===== config.mk =====
export PLATFORM = sky130hd
export DESIGN_NAME = seq_divider
export DESIGN_NICKNAME = d
export VERILOG_FILES = /design/src/rtl/seq_divider.sv
export SDC_FILE = /design/constraint.sdc
export NUM_CORES = 1
export LEC_CHECK = 0
export ABC_CLOCK_PERIOD_IN_PS = 6000
export CAP_MARGIN = 15
export CORE_MARGIN = 2
export CORE_UTILIZATION = 55
export DETAILED_ROUTE_END_ITERATION = 10
export HOLD_SLACK_MARGIN = 0.05
export PLACE_DENSITY = 0.82
export SYNTH_ARGS = -nofsm -noshare
export SYNTH_HDL_FRONTEND = slang
export SYNTH_SLANG_ARGS = --single-unit

===== constraint.sdc =====
create_clock -name Clock -period 6 [get_ports Clock]
set_input_delay 1.2 -clock Clock [delete_from_list [all_inputs] [get_ports Clock]]
set_output_delay 1.2 -clock Clock [all_outputs]
set_load 0.005 [all_outputs]

===== src/rtl/seq_divider.sv =====
// Multi-cycle restoring divider (one quotient bit per clock) with start/busy/done handshake.
// Define DIV_SIGNED_EN for two's-complement signed division; unsigned otherwise.
module seq_divider #(
  parameter int unsigned WIDTH = 32,
  parameter int unsigned CNT_W = 6
) (
  input  logic             Clock,
  input  logic             clear,
  input  logic             start,
  input  logic [WIDTH-1:0] dividend,
  input  logic [WIDTH-1:0] divisor,
  output logic             busy,
  output logic             done,
  output logic [WIDTH-1:0] quotient,
  output logic [WIDTH-1:0] remainder,
  output logic             div_by_zero
);

  typedef enum logic [1:0] {
    IDLE = 2'd0,
    CALC = 2'd1,
    FIX  = 2'd2
  } state_t;

  state_t state, state_next;

  logic [WIDTH-1:0] rem_r, quo_r, div_r;
  logic [CNT_W-1:0] count;
  logic             dvd_neg, dvs_neg, dbz_r;

  logic             dvd_sign, dvs_sign;
  logic [WIDTH-1:0] dvd_abs, dvs_abs;
  logic [WIDTH:0]   rem_sh;
  logic [WIDTH-1:0] trial;
  logic             trial_ge;
  logic             last_iter;

`ifdef DIV_SIGNED_EN
  assign dvd_sign = dividend[WIDTH-1];
  assign dvs_sign = divisor[WIDTH-1];
`else
  assign dvd_sign = 1'b0;
  assign dvs_sign = 1'b0;
`endif

  assign dvd_abs = dvd_sign ? -dividend : dividend;
  assign dvs_abs = dvs_sign ? -divisor  : divisor;

  // Shifted remainder is WIDTH+1 bits; when the trial fits, the difference is < div_r,
  // so the low WIDTH bits of the subtraction are exact.
  assign rem_sh    = {rem_r, quo_r[WIDTH-1]};
  assign trial_ge  = (rem_sh >= {1'b0, div_r});
  assign trial     = rem_sh[WIDTH-1:0] - div_r;
  assign last_iter = (count == CNT_W'(WIDTH - 1));

  assign busy = (state != IDLE);

  always_ff @(posedge Clock) begin
    if (clear) state <= IDLE;
    else       state <= state_next;
  end

  always_comb begin
    state_next = state;
    case (state)
      IDLE: if (start) state_next = (divisor == '0) ? FIX : CALC;
      CALC: if (last_iter) state_next = FIX;
      FIX:  state_next = IDLE;
      default: state_next = IDLE;
    endcase
  end

  always_ff @(posedge Clock) begin
    if (clear) begin
      rem_r       <= '0;
      quo_r       <= '0;
      div_r       <= '0;
      count       <= '0;
      dvd_neg     <= 1'b0;
      dvs_neg     <= 1'b0;
      dbz_r       <= 1'b0;
      done        <= 1'b0;
      quotient    <= '0;
      remainder   <= '0;
      div_by_zero <= 1'b0;
    end else begin
      done <= 1'b0;
      case (state)
        IDLE: begin
          if (start) begin
            rem_r   <= '0;
            quo_r   <= dvd_abs;
            div_r   <= dvs_abs;
            count   <= '0;
            dvd_neg <= dvd_sign;
            dvs_neg <= dvs_sign;
            dbz_r   <= (divisor == '0);
          end
        end
        CALC: begin
          quo_r <= {quo_r[WIDTH-2:0], trial_ge};
          rem_r <= trial_ge ? trial : rem_sh[WIDTH-1:0];
          count <= count + CNT_W'(1);
        end
        FIX: begin
          done        <= 1'b1;
          div_by_zero <= dbz_r;
          if (dbz_r) begin
            // quo_r still holds |dividend|; re-applying the sign restores the original operand
            quotient  <= '1;
            remainder <= dvd_neg ? -quo_r : quo_r;
          end else begin
            quotient  <= (dvd_neg ^ dvs_neg) ? -quo_r : quo_r;
            remainder <= dvd_neg ? -rem_r : rem_r;
          end
        end
        default: ;
      endcase
    end
  end

endmodule


[Word-level counts from Yosys, hierarchy flattened]
Cells that the tools add are included.
Word-level totals
  register bits after elaboration: 171
Operators by class
  add/subtract/negate cells: 2
  $lt $le $gt $ge: 1
  equal/unequal tests: 5
  muxes and demuxes: 14
  reduce and logical (&&, ||, !) cells: 7
Operator list (number)
  $mux 32: 5
  $pmux 32 s2: 2
  $ge 33x32->1: 1
  $logic_not 32->1: 1
  $sub 32x32->32: 1
  $pmux 6 s2: 1
  $add 6x1->6 const B: 1
  $eq 6x5->1 const B: 1
  $mux 2: 3
  $mux 6: 1
  $reduce_and 2->1: 3
  $ne 2x2->1 const B: 2
  $pmux 2 s2: 1
  $reduce_bool 2->1: 2
  $eq 2x1->1 const B: 1
  $eq 2x2->1 const B: 1
  $logic_not 2->1: 1
  $mux 1: 1

[Depth between registers and ports, before layout]
  depth after elaboration: 4
  depth in mapped cells: 14
  gate-level depth less buffers: 12

[Worst setup path after synthesis]
No wires, ideal clock.
  path kind: reg-to-reg
  start: register quo_r[31]
  end: register rem_r[30]
  library setup time: 0.070 ns
  arrival: 2.759 ns
  required time: 5.930 ns
  setup slack: 3.171 ns
  cell stages (with the launch flop): 13
  cells stage by stage: dfxtp_1 -> inv_1 -> ha_1 -> fa_1 -> nand2b_1 -> a21oi_1 -> o21ai_0 -> o221a_2 -> o211a_1 -> nor3_1 -> nor3_1 -> or4_1 -> a21oi_1
Between the ends
  word-level cells in the longest chain between the ends: 3
  elaborated cells between the ends (all ways): 4
  those cells by class: add/sub (1); order compare (1); mux (2)
RTL lines
  start: declaration: RTL line 27  | logic [WIDTH-1:0] rem_r, quo_r, div_r;
  start signal: assignment: RTL line 92  | quo_r <= dvd_abs;
  start signal: assignment: RTL line 101  | quo_r <= {quo_r[WIDTH-2:0], trial_ge};
  $sub 32x32->32 / $ge 33x32->1 (equally long branches): RTL line 53, 52
  $mux 32 *: RTL line 102  | rem_r <= trial_ge ? trial : rem_sh[WIDTH-1:0];
  $pmux 32 s2 *: RTL line 88  | case (state)
  end signal: assignment: RTL line 102
  end: declaration: RTL line 27
Mark *: on every way between the ends. The rest lies on a longest branch, timed or not.
A chain may end at the register's enable or synchronous reset.

[Worst setup path in the final report]
  start: register rem_r[16]
  end: register rem_r[30]
Between the ends
  word-level cells in the longest chain between the ends: 3
  elaborated cells between the ends (all ways): 4
  those cells by class: add/sub (1); order compare (1); mux (2)
RTL lines (RTL line)
  $sub 32x32->32 / $ge 33x32->1 (equally long branches): 53, 52
  $mux 32 *: 102
  $pmux 32 s2 *: 88
Marks and branches as above.

==> reports/metrics.cfg <==
[status]
status=finished, final reports clean

[global_route]
grt_pass1_wl_um=38000
grt_overflow=0
grt_pass1_vias=7643
grt_max_degree=98
antenna_found_initial=0
grt_use_total_pct=28.2

[timing]
worst_pin_slew_ns=0.955
setup_viol=0
setup_ws_ns=2.69
hold_viol=0
fmaxAchievable_mhz=302
finalCriticalPeriod_ns=3.31
fin_crit_sh_pct=55.2
clock_skew_ns=0.00647
fin_tns_setup_ns=0
slew_violations=0
rsz0062_at_grt=false
slew_headroom_pct=36.3

[critical_path]
required_ns=6.36
path_buf_inv=1
cpPeakStageDelay_ns=0.58
crit_fanout=59
path_cells=ha_1, and3_1, nand4_1, or4_1, o41ai_2, a311oi_4, buf_4, or4_1, a21oi_1
crit_slowest_cell=or4_1
endpoint_kind=register
worstSetupPathType=register to register
path_common_cell=or4_1
setup.worst_path.start_class=register
critPathTopFamily=simple AND/OR/NAND/NOR gates
arrival_ns=3.67

[routing]
drc_errors=0
wl_per_cell_um=16.2
drtAntennaViolNets=0
viasPerCell=5.75
drt-total-wl_um=23200
drt_iter0_markers=777
dr.pass1.iters=5
vias=8233

[synthesis]
syn-num-nets=1228
async_flop_share_pct=0
synth_seq_cells=171
synth_edf_count=0
yosys.cell_types.count=53
syn-instance-count=1127
yosysWarnings=0
synth_area_um2=8660
avgSynthCellArea_um2=7.69
synth_top_flop_cell=dfxtp_1
yosysSeqAreaShare_pct=39.5

[die]
die_width_um=130
ios=134
rows=45
fp.dieH_um=130
core_area_um2=15300
dieArea_um2=16800
start_util_pct=56.6

[finish]
fill_cells=1294
area_delta_synth_final_pct=22.9
diodes=0
drive_above_1_share_pct=4.66
layout.nets=1310
multi_input_area_um2=4810
seq_area_um2=3420

[cts]
clk_latency_ns=0.43
clkTransAtPathRegs_ns=0.07
cts_resized=0
htree_levels=4
hold_buffers=0
clock_sinks=171
cts_tree=yes
postCtsSetupBuffers=0
cts_buffers=17
clockBufferDepth=2
cts-root-buf=clkbuf_16

[placed_design]
place_ws_ns=2.72
gp_congestion=0.917
port_buffers=133
dp_hpwl_um=16500

[power]
total_power_mw=5.57
powerDensity_nw_per_um2=524
power.leakage_nw=4.04
ir_drop_mv=0.478

[worst_hold_path]
hp-class=register to register

[flow_run]
max_cap_viol_count=0

per-stage QoR:
| step | utilization, % | instances | area (um2) | hold WS, ns |
|---|---|---|---|---|
| floorplan | - | 1127 | 8660 | 0.436 |
| finish | 69.5 | 1433 | 10600 | 0.455 |
| global placement | 65.7 | 1401 | 10100 | 0.443 |
| global route | 69.5 | 1433 | 10600 | 0.475 |
| CTS | 69.5 | 1433 | 10600 | 0.457 |
| detailed placement | 65.7 | 1401 | 10100 | 0.447 |
layout make-up:
class                      count  area share, %
multi-input combinational    836           45.2
tap                          211           2.48
timing repair buffer         143           13.2
clock buffer                  18           4.03
clock inverter                14           1.50
inverter                      40           1.41
sequential                   171           32.2
layer usage:
layer | global-route usage (%) | routed length (um) | up-vias | part of all wire (%)
met5 | 0 | 0 | - | 0
met4 | 7.84 | 324 | 0 | 1.4
met3 | 6.03 | 1900 | 30 | 8.2
met2 | 42.7 | 10100 | 317 | 43
met1 | 40.9 | 10900 | 3770 | 47
li1 | - | - | 4116 | -
cells by family (layout without fill, tap and decap cells):
kind of cell,Yosys count,count (layout),synth area share (%)
AOI/OAI and AO/OA,260,260,19.4
xor gates and xnor gates,27,27,2.73
adders and majority gates,34,34,5.00
buffers and inverters,120,215,5.29
DFF,171,171,39.5
muxes,35,35,4.04
and+or+nand+nor,480,480,24.0
final timing paths:
| path | startpoint | endpoint | slack, ns | cells after the start |
|---|---|---|---|---|
| setup reg to reg | rem_r[16] | rem_r[30] | 2.69 | 9 |
| hold / removal | div_r[8] | div_r[8] | 0.46 | 2 |
| setup / recovery | rem_r[16] | rem_r[30] | 2.69 | 9 |
| hold reg to reg | div_r[8] | div_r[8] | 0.46 | 2 |
registers in the layout (all words and copies together), names as in the netlist:
name / count
div_r: 32
quo_r: 32
quotient: 32
rem_r: 32
remainder: 32
count: 6
state: 2
dbz_r: 1
div_by_zero: 1
done: 1
report_power, final:
part           leakage [nW]  total, mW  switching [mW]  internal, mW
registers              1.40       1.46           0.183          1.28
logic                  2.36       3.00            1.75          1.25
clock network         0.286       1.11           0.484         0.623
worst min-delay path: cells and delay by family (launching register included):
kind	cells	cell delay, ns
AND/OR/NAND/NOR	1	0.05
flip-flops	1	0.31
AO/OA/AOI/OAI	1	0.05
Yosys cell counts, types with 2 or more instances:
library cell	n	share of area, %
a221oi_1	2	0.20
a31oi_1	4	0.29
nor2_1	148	6.4
o211ai_1	3	0.26
mux2i_1	35	4.0
nand2b_1	13	0.94
o21bai_1	2	0.17
dfxtp_1	171	40
and4b_1	3	0.35
and3_1	6	0.43
a22oi_1	2	0.17
xnor2_1	13	1.3
buf_2	6	0.35
nand2_1	186	8.1
xor2_1	14	1.4
or2_2	5	0.36
clkbuf_1	63	2.7
nor2b_1	8	0.58
a32oi_1	7	0.71
a211oi_1	37	3.2
o21ai_0	50	2.9
a21o_1	14	1.2
nand3_1	13	0.75
nor4_1	8	0.58
o31ai_1	3	0.26
buf_1	11	0.48
a311oi_1	32	3.2
nor3_1	74	4.3
nand4_1	10	0.72
a21oi_1	88	5.1
or4_1	2	0.17
ha_1	33	4.8
o21a_1	2	0.17
inv_1	40	1.7
placed cells by master (no fill, tap or decap), drive strengths merged, types with 2 or more instances in the layout:
master         count
or4                2
clkinvlp           2
a32oi              7
o31ai              3
o211ai             3
clkdlybuf4s50    132
and3               6
a211oi            37
a21o              14
o21ai             51
and4b              3
nand4             10
dfxtp            171
nor4               8
a31oi              4
o21a               2
inv               46
o21bai             2
or2                5
mux2i             35
nor2b              8
nand2b            13
clkbuf            18
ha                33
clkinv             4
nor2             148
a221oi             2
a21oi             88
xor2              14
xnor2             13
nand3             13
nand2            186
nor3              74
a311oi            33
buf               11
a22oi              2
bufinv             2
(Power assumes the default switching activity.)
